===== src/rtl/prog_loader.sv =====
// prog_loader: fills CPU program memory from a framed byte stream and holds the CPU in reset until a verified load.
// Optional build macro PROG_LOADER_ZERO_FILL_EN writes NOPs to the words above the loaded program.
module prog_loader #(
    parameter int         CMD_SIZE       = 19,
    parameter int         PROG_SIZE      = 32,
    parameter int         PROG_ADDR_SIZE = $clog2(PROG_SIZE),
    parameter logic [7:0] SYNC_BYTE      = 8'hA5
) (
    input  logic                      clk,
    input  logic                      reset,
    input  logic [7:0]                in_data,
    input  logic                      in_valid,
    output logic                      in_ready,
    output logic                      prog_we,
    output logic [PROG_ADDR_SIZE-1:0] prog_addr,
    output logic [CMD_SIZE-1:0]       prog_wdata,
    output logic                      cpu_reset,
    output logic                      done,
    output logic                      err,
    output logic [PROG_ADDR_SIZE:0]   word_cnt
);

    localparam int CNT_W = PROG_ADDR_SIZE + 1;
    localparam int HI_W  = CMD_SIZE - 16;
    localparam logic [8:0]                N_MAX     = 9'(PROG_SIZE);
    localparam logic [PROG_ADDR_SIZE-1:0] ADDR_LAST = PROG_ADDR_SIZE'(PROG_SIZE - 1);

    typedef enum logic [3:0] {
        S_IDLE  = 4'd0,
        S_COUNT = 4'd1,
        S_B0    = 4'd2,
        S_B1    = 4'd3,
        S_B2    = 4'd4,
        S_WRITE = 4'd5,
        S_CSUM  = 4'd6,
        S_DONE  = 4'd7,
`ifdef PROG_LOADER_ZERO_FILL_EN
        S_FILL  = 4'd9,
`endif
        S_ERR   = 4'd8
    } state_t;

    state_t                    r_state;
    logic                      r_prog_we;
    logic [PROG_ADDR_SIZE-1:0] r_prog_addr;
    logic [CMD_SIZE-1:0]       r_prog_wdata;
    logic                      r_cpu_reset;
    logic                      r_done;
    logic                      r_err;
    logic [CNT_W-1:0]          r_word_cnt;
    logic [CNT_W-1:0]          r_n;
    logic [HI_W-1:0]           r_b0;
    logic [7:0]                r_b1;
    logic [7:0]                r_xor;

    logic                      w_in_ready;
    logic                      w_accept;
    logic                      w_is_sync;
    logic                      w_b0_ok;
    logic                      w_n_bad;
    logic [CNT_W-1:0]          w_cnt_next;

    function automatic logic [7:0] f_csum_next(input logic [7:0] acc, input logic [7:0] data);
        return acc ^ data;
    endfunction

    assign w_accept   = in_valid && w_in_ready;
    assign w_is_sync  = (in_data == SYNC_BYTE);
    assign w_b0_ok    = ((in_data >> HI_W) == 8'd0);
    assign w_n_bad    = (in_data == 8'd0) || ({1'b0, in_data} > N_MAX);
    assign w_cnt_next = r_word_cnt + CNT_W'(1);

    // Byte acceptance decoded from the current state.
    always_comb begin
        w_in_ready = 1'b1;
        case (r_state)
            S_WRITE: w_in_ready = 1'b0;
`ifdef PROG_LOADER_ZERO_FILL_EN
            S_FILL:  w_in_ready = 1'b0;
`endif
            default: w_in_ready = 1'b1;
        endcase
    end

    // Frame parser, command assembly and registered memory/status outputs.
    always_ff @(posedge clk or negedge reset) begin
        if (!reset) begin
            r_state      <= S_IDLE;
            r_prog_we    <= 1'b0;
            r_prog_addr  <= '0;
            r_prog_wdata <= '0;
            r_cpu_reset  <= 1'b1;
            r_done       <= 1'b0;
            r_err        <= 1'b0;
            r_word_cnt   <= '0;
            r_n          <= '0;
            r_b0         <= '0;
            r_b1         <= 8'd0;
            r_xor        <= 8'd0;
        end else begin
            r_prog_we <= 1'b0;
            case (r_state)
                S_IDLE: begin
                    if (w_accept && w_is_sync) begin
                        r_state <= S_COUNT;
                    end
                end
                S_COUNT: begin
                    if (w_accept) begin
                        if (w_n_bad) begin
                            r_state     <= S_ERR;
                            r_err       <= 1'b1;
                            r_done      <= 1'b0;
                            r_cpu_reset <= 1'b1;
                        end else begin
                            r_n         <= CNT_W'(in_data);
                            r_word_cnt  <= '0;
                            r_prog_addr <= '0;
                            r_xor       <= 8'd0;
                            r_state     <= S_B0;
                        end
                    end
                end
                S_B0: begin
                    if (w_accept) begin
                        if (!w_b0_ok) begin
                            r_state     <= S_ERR;
                            r_err       <= 1'b1;
                            r_done      <= 1'b0;
                            r_cpu_reset <= 1'b1;
                        end else begin
                            r_b0    <= in_data[HI_W-1:0];
                            r_xor   <= f_csum_next(r_xor, in_data);
                            r_state <= S_B1;
                        end
                    end
                end
                S_B1: begin
                    if (w_accept) begin
                        r_b1    <= in_data;
                        r_xor   <= f_csum_next(r_xor, in_data);
                        r_state <= S_B2;
                    end
                end
                S_B2: begin
                    if (w_accept) begin
                        r_prog_wdata <= {r_b0, r_b1, in_data};
                        r_prog_we    <= 1'b1;
                        r_xor        <= f_csum_next(r_xor, in_data);
                        r_state      <= S_WRITE;
                    end
                end
                S_WRITE: begin
                    r_word_cnt <= w_cnt_next;
                    // The address pins at the last word rather than wrapping onto word 0.
                    if (r_prog_addr != ADDR_LAST) begin
                        r_prog_addr <= r_prog_addr + PROG_ADDR_SIZE'(1);
                    end
                    if (w_cnt_next == r_n) begin
                        r_state <= S_CSUM;
                    end else begin
                        r_state <= S_B0;
                    end
                end
                S_CSUM: begin
                    if (w_accept) begin
                        if (in_data == r_xor) begin
`ifdef PROG_LOADER_ZERO_FILL_EN
                            if (r_n == CNT_W'(PROG_SIZE)) begin
                                r_state     <= S_DONE;
                                r_cpu_reset <= 1'b0;
                                r_done      <= 1'b1;
                                r_err       <= 1'b0;
                            end else begin
                                r_state      <= S_FILL;
                                r_prog_we    <= 1'b1;
                                r_prog_wdata <= '0;
                            end
`else
                            r_state     <= S_DONE;
                            r_cpu_reset <= 1'b0;
                            r_done      <= 1'b1;
                            r_err       <= 1'b0;
`endif
                        end else begin
                            r_state     <= S_ERR;
                            r_err       <= 1'b1;
                            r_done      <= 1'b0;
                            r_cpu_reset <= 1'b1;
                        end
                    end
                end
`ifdef PROG_LOADER_ZERO_FILL_EN
                S_FILL: begin
                    if (r_prog_addr == ADDR_LAST) begin
                        r_state     <= S_DONE;
                        r_cpu_reset <= 1'b0;
                        r_done      <= 1'b1;
                        r_err       <= 1'b0;
                    end else begin
                        r_prog_addr <= r_prog_addr + PROG_ADDR_SIZE'(1);
                        r_prog_we   <= 1'b1;
                    end
                end
`endif
                S_DONE: begin
                    if (w_accept && w_is_sync) begin
                        r_state     <= S_COUNT;
                        r_cpu_reset <= 1'b1;
                        r_done      <= 1'b0;
                    end
                end
                S_ERR: begin
                    if (w_accept && w_is_sync) begin
                        r_state <= S_COUNT;
                        r_err   <= 1'b0;
                    end
                end
                default: begin
                    r_state <= S_IDLE;
                end
            endcase
        end
    end

    assign in_ready   = w_in_ready;
    assign prog_we    = r_prog_we;
    assign prog_addr  = r_prog_addr;
    assign prog_wdata = r_prog_wdata;
    assign cpu_reset  = r_cpu_reset;
    assign done       = r_done;
    assign err        = r_err;
    assign word_cnt   = r_word_cnt;

endmodule


===== config.mk =====
export PLATFORM = sky130hd
export DESIGN_NAME = prog_loader
export DESIGN_NICKNAME = d
export VERILOG_FILES = /design/src/rtl/prog_loader.sv
export SDC_FILE = /design/constraint.sdc
export NUM_CORES = 1
export LEC_CHECK = 0
export ABC_AREA = 1
export CORE_ASPECT_RATIO = 0.6
export CORE_MARGIN = 5
export CORE_UTILIZATION = 40
export CTS_BUF_LIST = sky130_fd_sc_hd__clkbuf_16
export CTS_CLUSTER_DIAMETER = 40
export DETAILED_ROUTE_END_ITERATION = 10
export PLACE_DENSITY = 0.68
export SYNTH_ARGS = -nofsm -noshare
export SYNTH_HDL_FRONTEND = slang
export SYNTH_SLANG_ARGS = --single-unit

===== constraint.sdc =====
create_clock -name clk -period 1.7 [get_ports clk]
set_clock_uncertainty 0.05 [all_clocks]
set_input_delay 0.34 -clock clk [delete_from_list [all_inputs] [get_ports clk]]
set_output_delay 0.34 -clock clk [all_outputs]
set_load 0.02 [all_outputs]

==> results of run 1 <==
-- through the flow --
stage	area, um^2	worst slack [ns]	hold slack (ns)
final	4701	-0.01777	0.3830
after global routing	4701	-0.09773	0.3959
after CTS	4270	0.003410	0.3850
after detailed placement	3981	-0.4147	0.1941
after global placement	3981	-0.2810	0.1969
after floorplan	3080	0.1620	-0.005591
-- flip-flops by register name, summed over array words and instances (netlist names), 3 cells and up --
register,flops
r_b0,3
prog_addr,5
word_cnt,6
prog_wdata,19
r_state,4
r_b1,8
r_n,6
r_xor,8
-- timing repair --
action | in CTS | in global routing
hold endpoints to repair | 10 | 0
hold buffers | 1 | 0
endpoints found under the setup margin | 35 | 49
buffers inserted | 0 | 9
pin swaps | 0 | 20
resized for setup | 23 | 90
gates cloned | 0 | 2
-- power breakdown --
part / leakage, nW / switching [mW] / internal, mW / total, mW
clock: 0.140 / 0.672 / 1.12 / 1.79
sequential: 0.836 / 0.334 / 1.97 / 2.30
combinational: 1.66 / 1.51 / 1.21 / 2.72
total: 2.64 / 2.52 / 4.30 / 6.81
-- cells in the final DEF (no fill, tap or decap), types with 6 or more instances in the layout --
master	Yosys	routed
nand3_1	31	25
dlygate4sd2_1	0	15
inv_2	7	8
inv_1	33	30
xnor2_1	9	9
o21ai_0	16	12
nand2_2	2	11
buf_4	2	45
nand3_2	2	8
nor2_2	5	9
dfrtp_1	62	62
clkdlybuf4s50_1	0	6
clkbuf_16	0	11
nor2_1	22	11
o21ai_1	24	23
dlymetal6s2s_1	0	22
nor2_4	2	9
o21ai_2	2	6
nand2_1	135	121
-- worst max-delay path, delay by kind of cell, from the launching register on --
family / cells / cell delay [ns]
and+or+nand+nor: 6 / 0.58
DFF: 1 / 0.39
buffers and inverters: 3 / 0.38
AOI/OAI and AO/OA: 1 / 0.20
-- path summary, 6_finish.rpt --
| path | startpoint | to | slack, ns | cells after the start |
|---|---|---|---|---|
| min in group clk | prog_wdata[16] | prog_wdata[16] | 0.41 | 2 |
| max | r_state[0] | r_state[0] | -0.02 | 10 |
| min | reset | prog_wdata[8] | 0.38 | 2 |
| max reg2reg | r_state[0] | r_state[0] | -0.02 | 10 |
| min reg2reg | prog_wdata[16] | prog_wdata[16] | 0.41 | 2 |
| max in group asynchronous | reset | cpu_reset | 0.66 | 3 |
-- per-layer routing --
| layer | GRT usage | part of all wire |
|---|---|---|
| met1 | 0.2555 | 0.47 |
| met2 | 0.2369 | 0.45 |
| met3 | 0.06468 | 0.072 |
| met4 | 0.03425 | 0.012 |
| met5 | 0 | 0 |
-- cells by family after synthesis --
family                     count (synthesis)  share of synthesized area
adders and majority gates                  3                    0.01219
and+or+nand+nor                          209                     0.2928
xor gates and xnor gates                   9                    0.02559
DFF                                       63                     0.5122
AOI/OAI and AO/OA                         53                    0.09220
buffers and inverters                     48                    0.06499
-- final cells by class --
cell class / instances / area, um^2 / area share
flip-flops and latches: 63 / 1578 / 0.3356
multi-input cells: 274 / 1534 / 0.3263
repair buffers: 102 / 1015 / 0.2159
clock buffers: 9 / 225.2 / 0.04791
inverters: 40 / 155.1 / 0.03301
well taps: 104 / 130.1 / 0.02768
clock inverters: 7 / 63.81 / 0.01357
==> flow_metrics.env, run 1 <==
export IMPL_status="finished, violations left"
export IMPL_violations="setup timing"
export IMPL_crit_path_start_kind="register"
export IMPL_vias_per_cell=5.017
export IMPL_maxSlewViolCount=0
export IMPL_grt_max_degree=29
export IMPL_p_leak_nw=2.639
export IMPL_htreeDepth=3
export IMPL_synth_cell_types=30
export IMPL_synth_most_common_cell="nand2_1"
export IMPL_die_h_um=77.98
export IMPL_min_period_over_period=1.010
export IMPL_clock_sinks=63
export IMPL_syn_to_final_growth_pct=52.60
export IMPL_drtIter0Drc=323
export IMPL_drive_gt1_frac=0.2808
export IMPL_setup_slack_ns=-0.01777
export IMPL_cts_root_buffer="clkbuf_16"
export IMPL_setup_viol=1
export IMPL_netlist_top_cells_area="dfrtp_1 (50%), nand2_1 (16%), nand3_1 (5.0%)"
export IMPL_tightest_slew_ns=0.3882
export IMPL_yosysTopAreaCellShare=0.5037
export IMPL_clk_latency_ns=0.33
export IMPL_setup_total_negative_slack_ns=-0.01777
export IMPL_antenna_found_initial=0
export IMPL_hp_class="in -> async"
export IMPL_clkTransAtPathRegs_ns=0.06
export IMPL_grt_pass1_wl_um=12990
export IMPL_drtPass1Iterations=5
export IMPL_finalPower_mw=6.812
export IMPL_nNetsFinal=504
export IMPL_initial_core_util=0.4170
export IMPL_worstSetupPathType="reg -> reg"
export IMPL_cp_slowest_cell="dfrtp_1"
export IMPL_numCtsBuffers=9
export IMPL_synth_area_leader_cell="dfrtp_1"
export IMPL_route_detailed_drc=0
export IMPL_drt_total_wl_um=8652
export IMPL_hold_viol_final=0
export IMPL_fmax_mhz=582.2
export IMPL_hpwl_um=5820
export IMPL_grtUsageTotal=0.1715
export IMPL_critPathRequiredTime_ns=1.87
export IMPL_min_period_ns=1.718
export IMPL_ant_nets=0
export IMPL_powerDensity_mw_per_mm2=1449
export IMPL_dieArea_mm2=0.009614
export IMPL_slowest_delay_ns=0.39
export IMPL_antennaDiodeCount=0
export IMPL_worstSetupEndpointType="register"
export IMPL_synth_commonest_cells="nand2_1 (135), dfrtp_1 (62), inv_1 (33)"
export IMPL_grt_pass1_vias=2746
export IMPL_critPathMaxFanout=5
export IMPL_syn_cell_area_mm2=0.003080
export IMPL_seq_area_frac_synth=0.5122
export IMPL_cts_tree="done"
export IMPL_synth_nets=399
export IMPL_ir_drop_mv=0.6586
export IMPL_final_cells=599
export IMPL_dpl_cell_count=571
export IMPL_post_route_util=0.6363
export IMPL_ios=46
export IMPL_avgSynthCellArea_um2=8.001
export IMPL_yosysWarningCount=0
export IMPL_fillerInstances=662
export IMPL_port_buffers=45
export IMPL_num_vias=3005
export IMPL_die_w_um=123.3
export IMPL_crit_arrival_ns=1.89
export IMPL_clock_path_buffers=2
export IMPL_rows=24
export IMPL_synth_edff_count=0
export IMPL_place_congestion=0.8891
export IMPL_grt_ovfl_total=0
export IMPL_synthFlopType="dfrtp_1"
export IMPL_path_cells="buf_4, nand2_4, nor2_4, nor2_4, nand2_4, buf_6, a21oi_4, inv_2, nand2_1, nand2_1"
export IMPL_maxSlewHeadroom=0.7408
export IMPL_rsz0062_at_grt="yes"
export IMPL_cap_violations=0
export IMPL_syn_inst=385
export IMPL_routedWlPerCell_um=14.44
export IMPL_yosys_register_bits=63
export IMPL_coreArea_mm2=0.007387
export IMPL_synth_async_reset_ratio=1.000
Note: power is estimated with default switching activity, not from simulation.
==> run 2: changes to the inputs <==
Settings changed: CTS_CLUSTER_SIZE set to 25.
==> results of run 2 <==
The final DEF is identical to that of run 1; final timing and power are the same.
